### src/rtl/cache_traffic_gen.sv
`default_nettype none
// ============================================================================
// cache_traffic_gen : write-then-read cache traffic generator with in-order read-data check.
// Optional feature macro: CACHE_TG_CHECK_EN (read-data compare and err_cnt).
// Message layout: req  = {type_[2:0], opaque[7:0], addr[31:0], len[1:0], data[31:0]}
//                 resp = {type_[2:0], opaque[7:0], test[1:0], len[1:0], data[31:0]}
// Revision: 1.0 - initial release
// ============================================================================
module cache_traffic_gen #(
    parameter int unsigned WORD_NUM  = 16,
    parameter logic [31:0] BASE_ADDR = 32'h0,
    parameter int unsigned MAX_OUTST = 4
) (
    input  logic        clk,
    input  logic        rst,
    input  logic        start,
    output logic        cachereq_val,
    input  logic        cachereq_rdy,
    output logic [76:0] cachereq_msg,
    input  logic        cacheresp_val,
    output logic        cacheresp_rdy,
    input  logic [46:0] cacheresp_msg,
    output logic        busy,
    output logic        done,
    output logic        pass,
    output logic [15:0] err_cnt,
    output logic        proto_err
);

    localparam int unsigned        c_CNT_W      = $clog2(WORD_NUM + 1);
    localparam logic [c_CNT_W-1:0] c_WORD_LAST  = c_CNT_W'(WORD_NUM - 1);
    localparam logic [c_CNT_W-1:0] c_WORDS      = c_CNT_W'(WORD_NUM);
    localparam logic [c_CNT_W-1:0] c_ONE        = c_CNT_W'(1);
    localparam logic [3:0]         c_MAX_OUTST  = 4'(MAX_OUTST);
    localparam logic [2:0]         c_TYPE_READ  = 3'd0;
    localparam logic [2:0]         c_TYPE_WRITE = 3'd1;

    typedef enum logic [2:0] {
        S_IDLE     = 3'd0,
        S_WR       = 3'd1,
        S_WR_DRAIN = 3'd2,
        S_RD       = 3'd3,
        S_RD_DRAIN = 3'd4,
        S_DONE     = 3'd5
    } state_t;

    state_t             r_state;
    state_t             w_next;
    logic [c_CNT_W-1:0] r_issued;
    logic [3:0]         r_outst;
    logic               r_proto;
    logic               r_resp_rdy;

    logic               w_req_fire;
    logic               w_resp_fire;
    logic               w_resp_ok;
    logic               w_last_req;
    logic               w_start_ok;
    logic               w_req_phase;
    logic [31:0]        w_addr;
    logic               w_unused;

    assign w_req_phase  = (r_state == S_WR) || (r_state == S_RD);
    assign cachereq_val = w_req_phase && (r_issued < c_WORDS) && (r_outst < c_MAX_OUTST);
    assign w_req_fire   = cachereq_val && cachereq_rdy;
    assign w_resp_fire  = cacheresp_val && r_resp_rdy;
    // A response with nothing outstanding is a protocol error and must not underflow the count.
    assign w_resp_ok    = w_resp_fire && (r_outst != 4'd0);
    assign w_last_req   = w_req_fire && (r_issued == c_WORD_LAST);
    assign w_start_ok   = start && ((r_state == S_IDLE) || (r_state == S_DONE));

    assign w_addr       = BASE_ADDR + (32'(r_issued) << 2);

    always_comb begin
        cachereq_msg = '0;
        if (cachereq_val) begin
            if (r_state == S_WR) begin
                cachereq_msg = {c_TYPE_WRITE, 8'd0, w_addr, 2'd0, w_addr};
            end else begin
                cachereq_msg = {c_TYPE_READ, 8'd0, w_addr, 2'd0, 32'd0};
            end
        end
    end

    always_comb begin
        w_next = r_state;
        case (r_state)
            S_IDLE, S_DONE: if (start)              w_next = S_WR;
            S_WR:           if (w_last_req)         w_next = S_WR_DRAIN;
            S_WR_DRAIN:     if (r_outst == 4'd0)    w_next = S_RD;
            S_RD:           if (w_last_req)         w_next = S_RD_DRAIN;
            S_RD_DRAIN:     if (r_outst == 4'd0)    w_next = S_DONE;
            default:                                w_next = S_IDLE;
        endcase
    end

    always_ff @(posedge clk or negedge rst) begin
        if (!rst) begin
            r_state <= S_IDLE;
        end else begin
            r_state <= w_next;
        end
    end

    always_ff @(posedge clk or negedge rst) begin
        if (!rst) begin
            r_issued   <= '0;
            r_outst    <= 4'd0;
            r_proto    <= 1'b0;
            r_resp_rdy <= 1'b0;
        end else begin
            r_resp_rdy <= 1'b1;
            // The issue index wraps to 0 on the last request so the read phase starts at word 0.
            if (w_req_fire) begin
                r_issued <= w_last_req ? '0 : r_issued + c_ONE;
            end
            case ({w_req_fire, w_resp_ok})
                2'b10:   r_outst <= r_outst + 4'd1;
                2'b01:   r_outst <= r_outst - 4'd1;
                default: r_outst <= r_outst;
            endcase
            if (w_resp_fire && (r_outst == 4'd0)) begin
                r_proto <= 1'b1;
            end else if (w_start_ok && (r_state == S_DONE)) begin
                r_proto <= 1'b0;
            end
        end
    end

    assign cacheresp_rdy = r_resp_rdy;
    assign busy          = (r_state == S_WR) || (r_state == S_WR_DRAIN) ||
                           (r_state == S_RD) || (r_state == S_RD_DRAIN);
    assign done          = (r_state == S_DONE);
    assign proto_err     = r_proto;

`ifdef CACHE_TG_CHECK_EN
    logic [c_CNT_W-1:0] r_rd_idx;
    logic [15:0]        r_err_cnt;
    logic               w_rd_resp;
    logic [31:0]        w_exp_data;

    assign w_rd_resp  = w_resp_ok && ((r_state == S_RD) || (r_state == S_RD_DRAIN));
    assign w_exp_data = BASE_ADDR + (32'(r_rd_idx) << 2);

    always_ff @(posedge clk or negedge rst) begin
        if (!rst) begin
            r_rd_idx  <= '0;
            r_err_cnt <= 16'd0;
        end else if (w_start_ok) begin
            r_rd_idx  <= '0;
            r_err_cnt <= 16'd0;
        end else if (w_rd_resp) begin
            r_rd_idx <= r_rd_idx + c_ONE;
            if ((cacheresp_msg[31:0] != w_exp_data) && (r_err_cnt != 16'hFFFF)) begin
                r_err_cnt <= r_err_cnt + 16'd1;
            end
        end
    end

    assign err_cnt  = r_err_cnt;
    assign pass     = done && !r_proto && (r_err_cnt == 16'd0);
    assign w_unused = ^cacheresp_msg[46:32];
`else
    assign err_cnt  = 16'd0;
    assign pass     = done && !r_proto;
    assign w_unused = ^cacheresp_msg;
`endif

endmodule
`default_nettype wire

### config.mk
export PLATFORM = sky130hd
export DESIGN_NAME = cache_traffic_gen
export DESIGN_NICKNAME = d
export VERILOG_FILES = /design/src/rtl/cache_traffic_gen.sv
export SDC_FILE = /design/constraint.sdc
export NUM_CORES = 1
export LEC_CHECK = 0
export CAP_MARGIN = 20
export CORE_AREA = 5 5 76 78
export CTS_CLUSTER_DIAMETER = 150
export CTS_CLUSTER_SIZE = 24
export DETAILED_ROUTE_END_ITERATION = 7
export DIE_AREA = 0 0 81 83
export MAX_ROUTING_LAYER = met4
export PLACE_DENSITY = 0.81
export SLEW_MARGIN = 20
export SYNTH_ARGS = -nofsm -noshare
export SYNTH_HDL_FRONTEND = slang
export SYNTH_SLANG_ARGS = --single-unit
### constraint.sdc
create_clock -name clk -period 4.7 [get_ports clk]
set_clock_uncertainty 0.05 [all_clocks]
set_input_delay 0.94 -clock clk [delete_from_list [all_inputs] [get_ports clk]]
set_output_delay 0.94 -clock clk [all_outputs]
set_load 0.03 [all_outputs]
==> out/qor.csv, run 1 <==
metric,value,unit
outcome,"finished, final reports clean",
growth of design area from synthesis to finish,-1.09,%
Skew-Pair Late Insertion Delay,250,ps
HP Class,reg2reg,
chip width,81,µm
gr usage total,7.33,%
Critical Path Sink Type,flip-flop,
sequential area share after synthesis,21.9,%
Internal,0.200,mW
H-tree levels,1,
cells after synthesis,181,
standby leakage power,0.787,nW
post-cts repair resize count,0,
Root Driver,clkbuf_8,
worst-case vdd ir drop,0.155,mV
class of the most critical setup path,in2reg,
clock share of power,35.2,%
Filler cells,549,
die outline area,6720,µm²
clk buf depth,2,
final count of hold timing violations,0,
clock slew at reported path FFs,60,ps
number of placed I/O pins,151,
max-slew violation total from the final report,0,
power after layout,0.341,mW
pin count of the biggest net entering global routing,15,
DRT Wirelength,2.62,mm
fin cells,269,
Worst path top cell family by delay,simple AND/OR/NAND/NOR gates,
Register Area,350,µm²
die span in y,83,µm
Std-Cell Rows,26,
number of buffers created by CTS,3,
cell-by-cell trace of the critical path,clkdlybuf4s50_1 -> nor4b_1 -> nand2_1 -> ha_1 -> or4b_2 -> a21o_1 -> o221ai_2,
flip-flop and latch count after synthesis,14,
number of buffers inserted by post-CTS setup repair,0,
number of global-route vias before repair,815,
sum of met2 wire segment lengths after detailed routing,1.28,mm
clock tree sinks,14,
synthesized cell area,1600,µm²
layout cell share with drive strength beyond 1,5.53,%
vias post-DR,980,
peak fanout along the critical path,8,
Place WS,1140,ps
core region area,5010,µm²
Required @ worst endpoint,4820,ps
final core area utilization,31.6,%
"Slowest-stage cell, CP",or4b_2,
NumNets Final,257,
combinational share of power,28.9,%
DR vias/cell,3.64,
final setup TNS,0,ps
predominant post-synthesis flop cell,dfrtp_1,
Pre-Repair DR Iteration Count,4,
final setup vio count,0,
final worst path period share,69.3,%
Initial Util,32.0,%
switching share of total power,41.3,%
final instance area,1590,µm²
GRT Residual Overflow,0,
post-detailed-route wirelength per cell,9.75,µm
setup repair after global routing missed its margin,false,
DRC violation count after routing,0,
Fmax achieved,307,MHz
CTS tree,built,
number of distinct library cells after synthesis,40,
total number of yosys warnings,0,
Post-Route M1 WL,1.03,mm
Slew HR,54.3,%
Psw,0.141,mW
Port Buffers,19,
pwr dens,215,nW/µm²
peak per-stage delay on the critical path,650,ps
top layer reached by signal wires,met4,
antenna diode count,0,
Crit path arrival time,3380,ps
count of hold buffers inserted by post-cts repair,0,
post-placement cell area,1530,µm²
maximum capacitance violations,0,
average instance area after synthesis,8.86,µm²
final hold slack,497,ps
number of buffer and inverter instances along the worst setup path,1,
DRT antenna net count,0,
initial antenna violation count,0,
WL met3,279,µm
dpl hpwl,2.18,mm
Worst Tran Pin Value,683,ps
startpoint class of the critical path,input pin,
fin crit period,3260,ps
detailed router's first-iteration violation count,32,
count of flip-flops with a built-in enable after synthesis,0,
multi-input logic area,891,µm²
asr flop ratio synth,100,%
final worst setup slack,1440,ps
RD Place Congestion,0.755,
# placed instances,265,
first-pass GRT wire length,3.80,mm
Flop pwr share,35.9,%
routing by layer:
layer | vias up | track usage [%]
li1 | 469 | -
met1 | 454 | 8.11
met2 | 53 | 11.9
met3 | 4 | 2.60
met4 | 0 | 2.76
met5 | - | -
layout by cell type (no fill, tap or decap), types with 2 or more instances in the layout:
| master | synthesis | final |
|---|---|---|
| o31ai_1 | 3 | 3 |
| mux2i_1 | 2 | 2 |
| clkdlybuf4s50_1 | 0 | 19 |
| xnor2_1 | 3 | 3 |
| o21ai_0 | 4 | 4 |
| ha_1 | 5 | 5 |
| a21o_1 | 2 | 2 |
| nand3_1 | 2 | 2 |
| nor2_1 | 6 | 6 |
| and2_1 | 8 | 8 |
| nor2b_1 | 3 | 3 |
| dfrtp_1 | 14 | 14 |
| nand2b_1 | 4 | 4 |
| and3_1 | 2 | 2 |
| nand3b_1 | 3 | 3 |
| a21oi_1 | 2 | 2 |
| nor4_1 | 3 | 3 |
| conb_1 | 2 | 85 |
| inv_1 | 3 | 3 |
| nand2_1 | 5 | 5 |
| clkbuf_8 | 0 | 4 |
registers in the layout (all words and copies together), names as in the netlist:
name / cells
r_issued: 5
r_outst: 4
r_state: 3
cacheresp_rdy: 1
proto_err: 1
synth_stat cells (2+ instances only):
master	number	share of area [%]
inv_1	3	0.70
conb_1	2	0.47
xnor2_1	3	1.6
mux2i_1	2	1.2
dfrtp_1	14	22
nand2b_1	4	1.6
o21ai_0	4	1.2
and2_1	8	3.1
nand3b_1	3	1.4
buf_4	84	39
nor2_1	6	1.4
ha_1	5	3.9
and3_1	2	0.78
nand2_1	5	1.2
a21o_1	2	0.94
nor2b_1	3	1.2
o31ai_1	3	1.4
nor4_1	3	1.2
buf_6	2	1.4
nand3_1	2	0.62
a21oi_1	2	0.62
final timing paths:
path | cells after the start | from | slack (ps) | end
min | 1 | proto_err | 500 | proto_err
max reg2reg | 6 | r_outst[2] | 2070 | r_outst[3]
min reg2reg | 1 | proto_err | 500 | proto_err
max | 7 | cachereq_rdy | 1440 | r_outst[3]
min in group asynchronous | 1 | rst | 1050 | r_outst[0]
max in group asynchronous | 1 | rst | 3110 | r_issued[0]
cell type report:
cell class | instances | share of cell area, %
inverter | 3 | 0.710
timing repair buffer | 19 | 12.0
multi-input combinational | 159 | 56.2
tap | 70 | 5.52
sequential | 14 | 22.1
clock buffer | 4 | 3.47
kinds of logic after synthesis:
family | after synthesis | synth area share, %
AND/OR/NAND/NOR | 44 | 18.0
adder cells (fa/ha/maj) | 5 | 3.90
AO/OA/AOI/OAI | 18 | 9.60
buffers and inverters | 91 | 42.0
XOR/XNOR | 4 | 2.19
flip-flops | 14 | 21.9
multiplexers | 3 | 1.95
other | 2 | 0.469
worst reg2reg max path: cells and delay by family (launching register included):
family	cells	cell delay [ps]
fa+ha+maj	1	490
compound gates	2	240
simple gates	3	1290
flops	1	480
power groups by stage:
stage	Sequential [mW]	Clock, mW	Combinational, mW
3_3_place_gp	0.125	0	0.0966
6_report	0.122	0.120	0.0987
5_1_grt	0.123	0.129	0.104
4_1_cts	0.122	0.125	0.0967
3_5_place_dp	0.125	0	0.0966
2_1_floorplan	0.125	0	0.143
No activity file was read; power rests on OpenSTA's default activity.
==> run 2, diff against run 1 <==
--- a/config.mk
+++ b/config.mk
@@ -6,13 +6,13 @@
 export NUM_CORES = 1
 export LEC_CHECK = 0
 export CAP_MARGIN = 20
-export CORE_AREA = 5 5 76 78
+export CORE_AREA = 5 5 78 80
 export CTS_CLUSTER_DIAMETER = 150
 export CTS_CLUSTER_SIZE = 24
 export DETAILED_ROUTE_END_ITERATION = 7
-export DIE_AREA = 0 0 81 83
+export DIE_AREA = 0 0 83 85
 export MAX_ROUTING_LAYER = met4
-export PLACE_DENSITY = 0.81
+export PLACE_DENSITY = 0.77
 export SLEW_MARGIN = 20
 export SYNTH_ARGS = -nofsm -noshare
 export SYNTH_HDL_FRONTEND = slang
==> constraint.sdc (replaced) <==
create_clock -name clk -period 3.1 [get_ports clk]
set_clock_uncertainty 0.05 [all_clocks]
set_input_delay 0.62 -clock clk [delete_from_list [all_inputs] [get_ports clk]]
set_output_delay 0.62 -clock clk [all_outputs]
set_load 0.03 [all_outputs]
==> out/qor.csv, run 2 (same netlist as run 1, synthesis figures left out) <==
metric,value,unit,change
max reg flops,5,,unchanged
max-slew violation total from the final report,0,,unchanged
Port Buffers,19,,unchanged
maximum capacitance violations,0,,unchanged
H-tree levels,1,,unchanged
number of buffers created by CTS,3,,unchanged
final instance area,1600,µm²,was 1590 µm²
Post-Route M1 WL,1.06,mm,was 1.03 mm
clock tree sinks,14,,unchanged
count of hold buffers inserted by post-cts repair,0,,unchanged
WL met3,322,µm,was 279 µm
core region area,5340,µm²,was 5010 µm²
outcome,"finished, final reports clean",,unchanged
NumNets Final,259,,was 257
Initial Util,30.0,%,was 32.0%
clock slew at reported path FFs,60,ps,about the same
power after layout,0.519,mW,was 0.341 mW
post-cts repair resize count,0,,unchanged
Std-Cell Rows,27,,was 26
Fmax achieved,347,MHz,
DRC violation count after routing,0,,unchanged
Root Driver,clkbuf_8,,unchanged
initial antenna violation count,0,,unchanged
number of buffers inserted by post-CTS setup repair,0,,unchanged
RD Place Congestion,0.883,,was 0.755
final core area utilization,30.0,%,was 31.6%
class of the most critical setup path,reg2out,,was in2reg
CTS tree,built,,unchanged
pwr dens,324,nW/µm²,was 215 nW/µm²
Skew-Pair Late Insertion Delay,250,ps,about the same
"leading cell types in the layout, fill and taps excluded","conb_1 (85), clkdlybuf4s50_1 (19), dfrtp_1 (14)",,unchanged
sum of met2 wire segment lengths after detailed routing,1.25,mm,was 1.28 mm
final count of hold timing violations,0,,unchanged
most frequent standard cell in the layout excluding fill and tap cells,conb_1,,unchanged
top layer reached by signal wires,met4,,unchanged
HP Class,reg2reg,,unchanged
standby leakage power,0.796,nW,was 0.787 nW
chip width,83,µm,was 81 µm
peak fanout along the critical path,9,,was 8
die span in y,85,µm,was 83 µm
Slew HR,54.1,%,was 54.3%
GRT Residual Overflow,0,,unchanged
Pre-Repair DR Iteration Count,4,,unchanged
DRT antenna net count,0,,unchanged
vias post-DR,1012,,was 980
final worst path period share,92.9,%,
most flop-heavy register,r_issued,,unchanged
DR vias/cell,3.71,,was 3.64
Worst Tran Pin Value,687,ps,was 683 ps
number of global-route vias before repair,851,,was 815
number of placed I/O pins,151,,unchanged
final setup vio count,0,,unchanged
Required @ worst endpoint,2430,ps,was 4820 ps
detailed router's first-iteration violation count,29,,was 32
DRT Wirelength,2.66,mm,was 2.62 mm
dpl hpwl,2.18,mm,about the same
Crit path arrival time,2210,ps,was 3380 ps
top flop regs,"r_issued x5, r_outst x4, r_state x3",,unchanged
Filler cells,570,,was 549
post-detailed-route wirelength per cell,9.76,µm,was 9.75 µm
startpoint class of the critical path,flip-flop,,was input pin
Critical Path Sink Type,output port,,was flip-flop
setup repair after global routing missed its margin,false,,unchanged
pin count of the biggest net entering global routing,15,,unchanged
final setup TNS,0,ps,unchanged
clk buf depth,2,,unchanged
post-placement cell area,1550,µm²,was 1530 µm²
worst-case vdd ir drop,0.201,mV,was 0.155 mV
antenna diode count,0,,unchanged
gr usage total,6.99,%,was 7.33%
fin crit period,2880,ps,
layout cell share with drive strength beyond 1,6.47,%,was 5.53%
die outline area,7060,µm²,was 6720 µm²
first-pass GRT wire length,3.92,mm,was 3.80 mm
growth of design area from synthesis to finish,0.000187,%,was -1.09%
## run 2: cell count changes in the layout (fill, tap and decap cells not counted)
cell | previous run | this run
buf_4 | 0 | 2
## run 2: layout make-up
class	instances	area [µm²]	share of cell area (%)
tap	72	90.1	5.62
clock buffer	4	55.1	3.43
timing repair buffer	21	205	12.8
multi-input combinational	159	891	55.6
inverter	3	11.3	0.703
sequential	14	350	21.9
## run 2: through the flow
stage / setup slack, ps / hold slack [ps] / cells
after global placement: 192 / 454 / 269
final: 220 / 488 / 273
after CTS: 191 / 490 / 273
after detailed placement: 203 / 471 / 269
after global routing: 52.2 / 535 / 273
after floorplan: 598 / 274 / 264
## run 2: worst max-delay path, cell delays in order, from the launching register on
cell and delay [ps]:
dfrtp_1 460, nand2b_1 280, nor4b_4 370, and2_1 180
clkdlybuf4s50_1 660
## run 2: path summary, 6_finish.rpt
| kind | from | slack [ps] | to | cells after the start |
|---|---|---|---|---|
| hold reg to reg | proto_err | 490 | proto_err | 1 |
| max in group asynchronous | rst | 1830 | r_state[0] | 1 |
| setup / recovery | r_state[2] | 220 | cachereq_msg[5] | 4 |
| min in group asynchronous | rst | 730 | r_issued[1] | 1 |
| setup reg to reg | r_outst[0] | 720 | r_outst[2] | 8 |
| hold / removal | proto_err | 490 | proto_err | 1 |
## run 2: report_power, final
group	switching [mW]	leakage (nW)	total (mW)	internal, mW
Sequential	0.00158	0.165	0.186	0.184
Combinational	0.142	0.602	0.149	0.00693
Clock	0.0712	0.0288	0.184	0.113
Total	0.215	0.796	0.519	0.304
## run 2: routing by layer
metal  vias to the layer above  track usage [%]
met2                        61             10.6
met5                         -                -
li1                        477                -
met3                         4             3.30
met4                         0             2.97
met1                       470             7.86
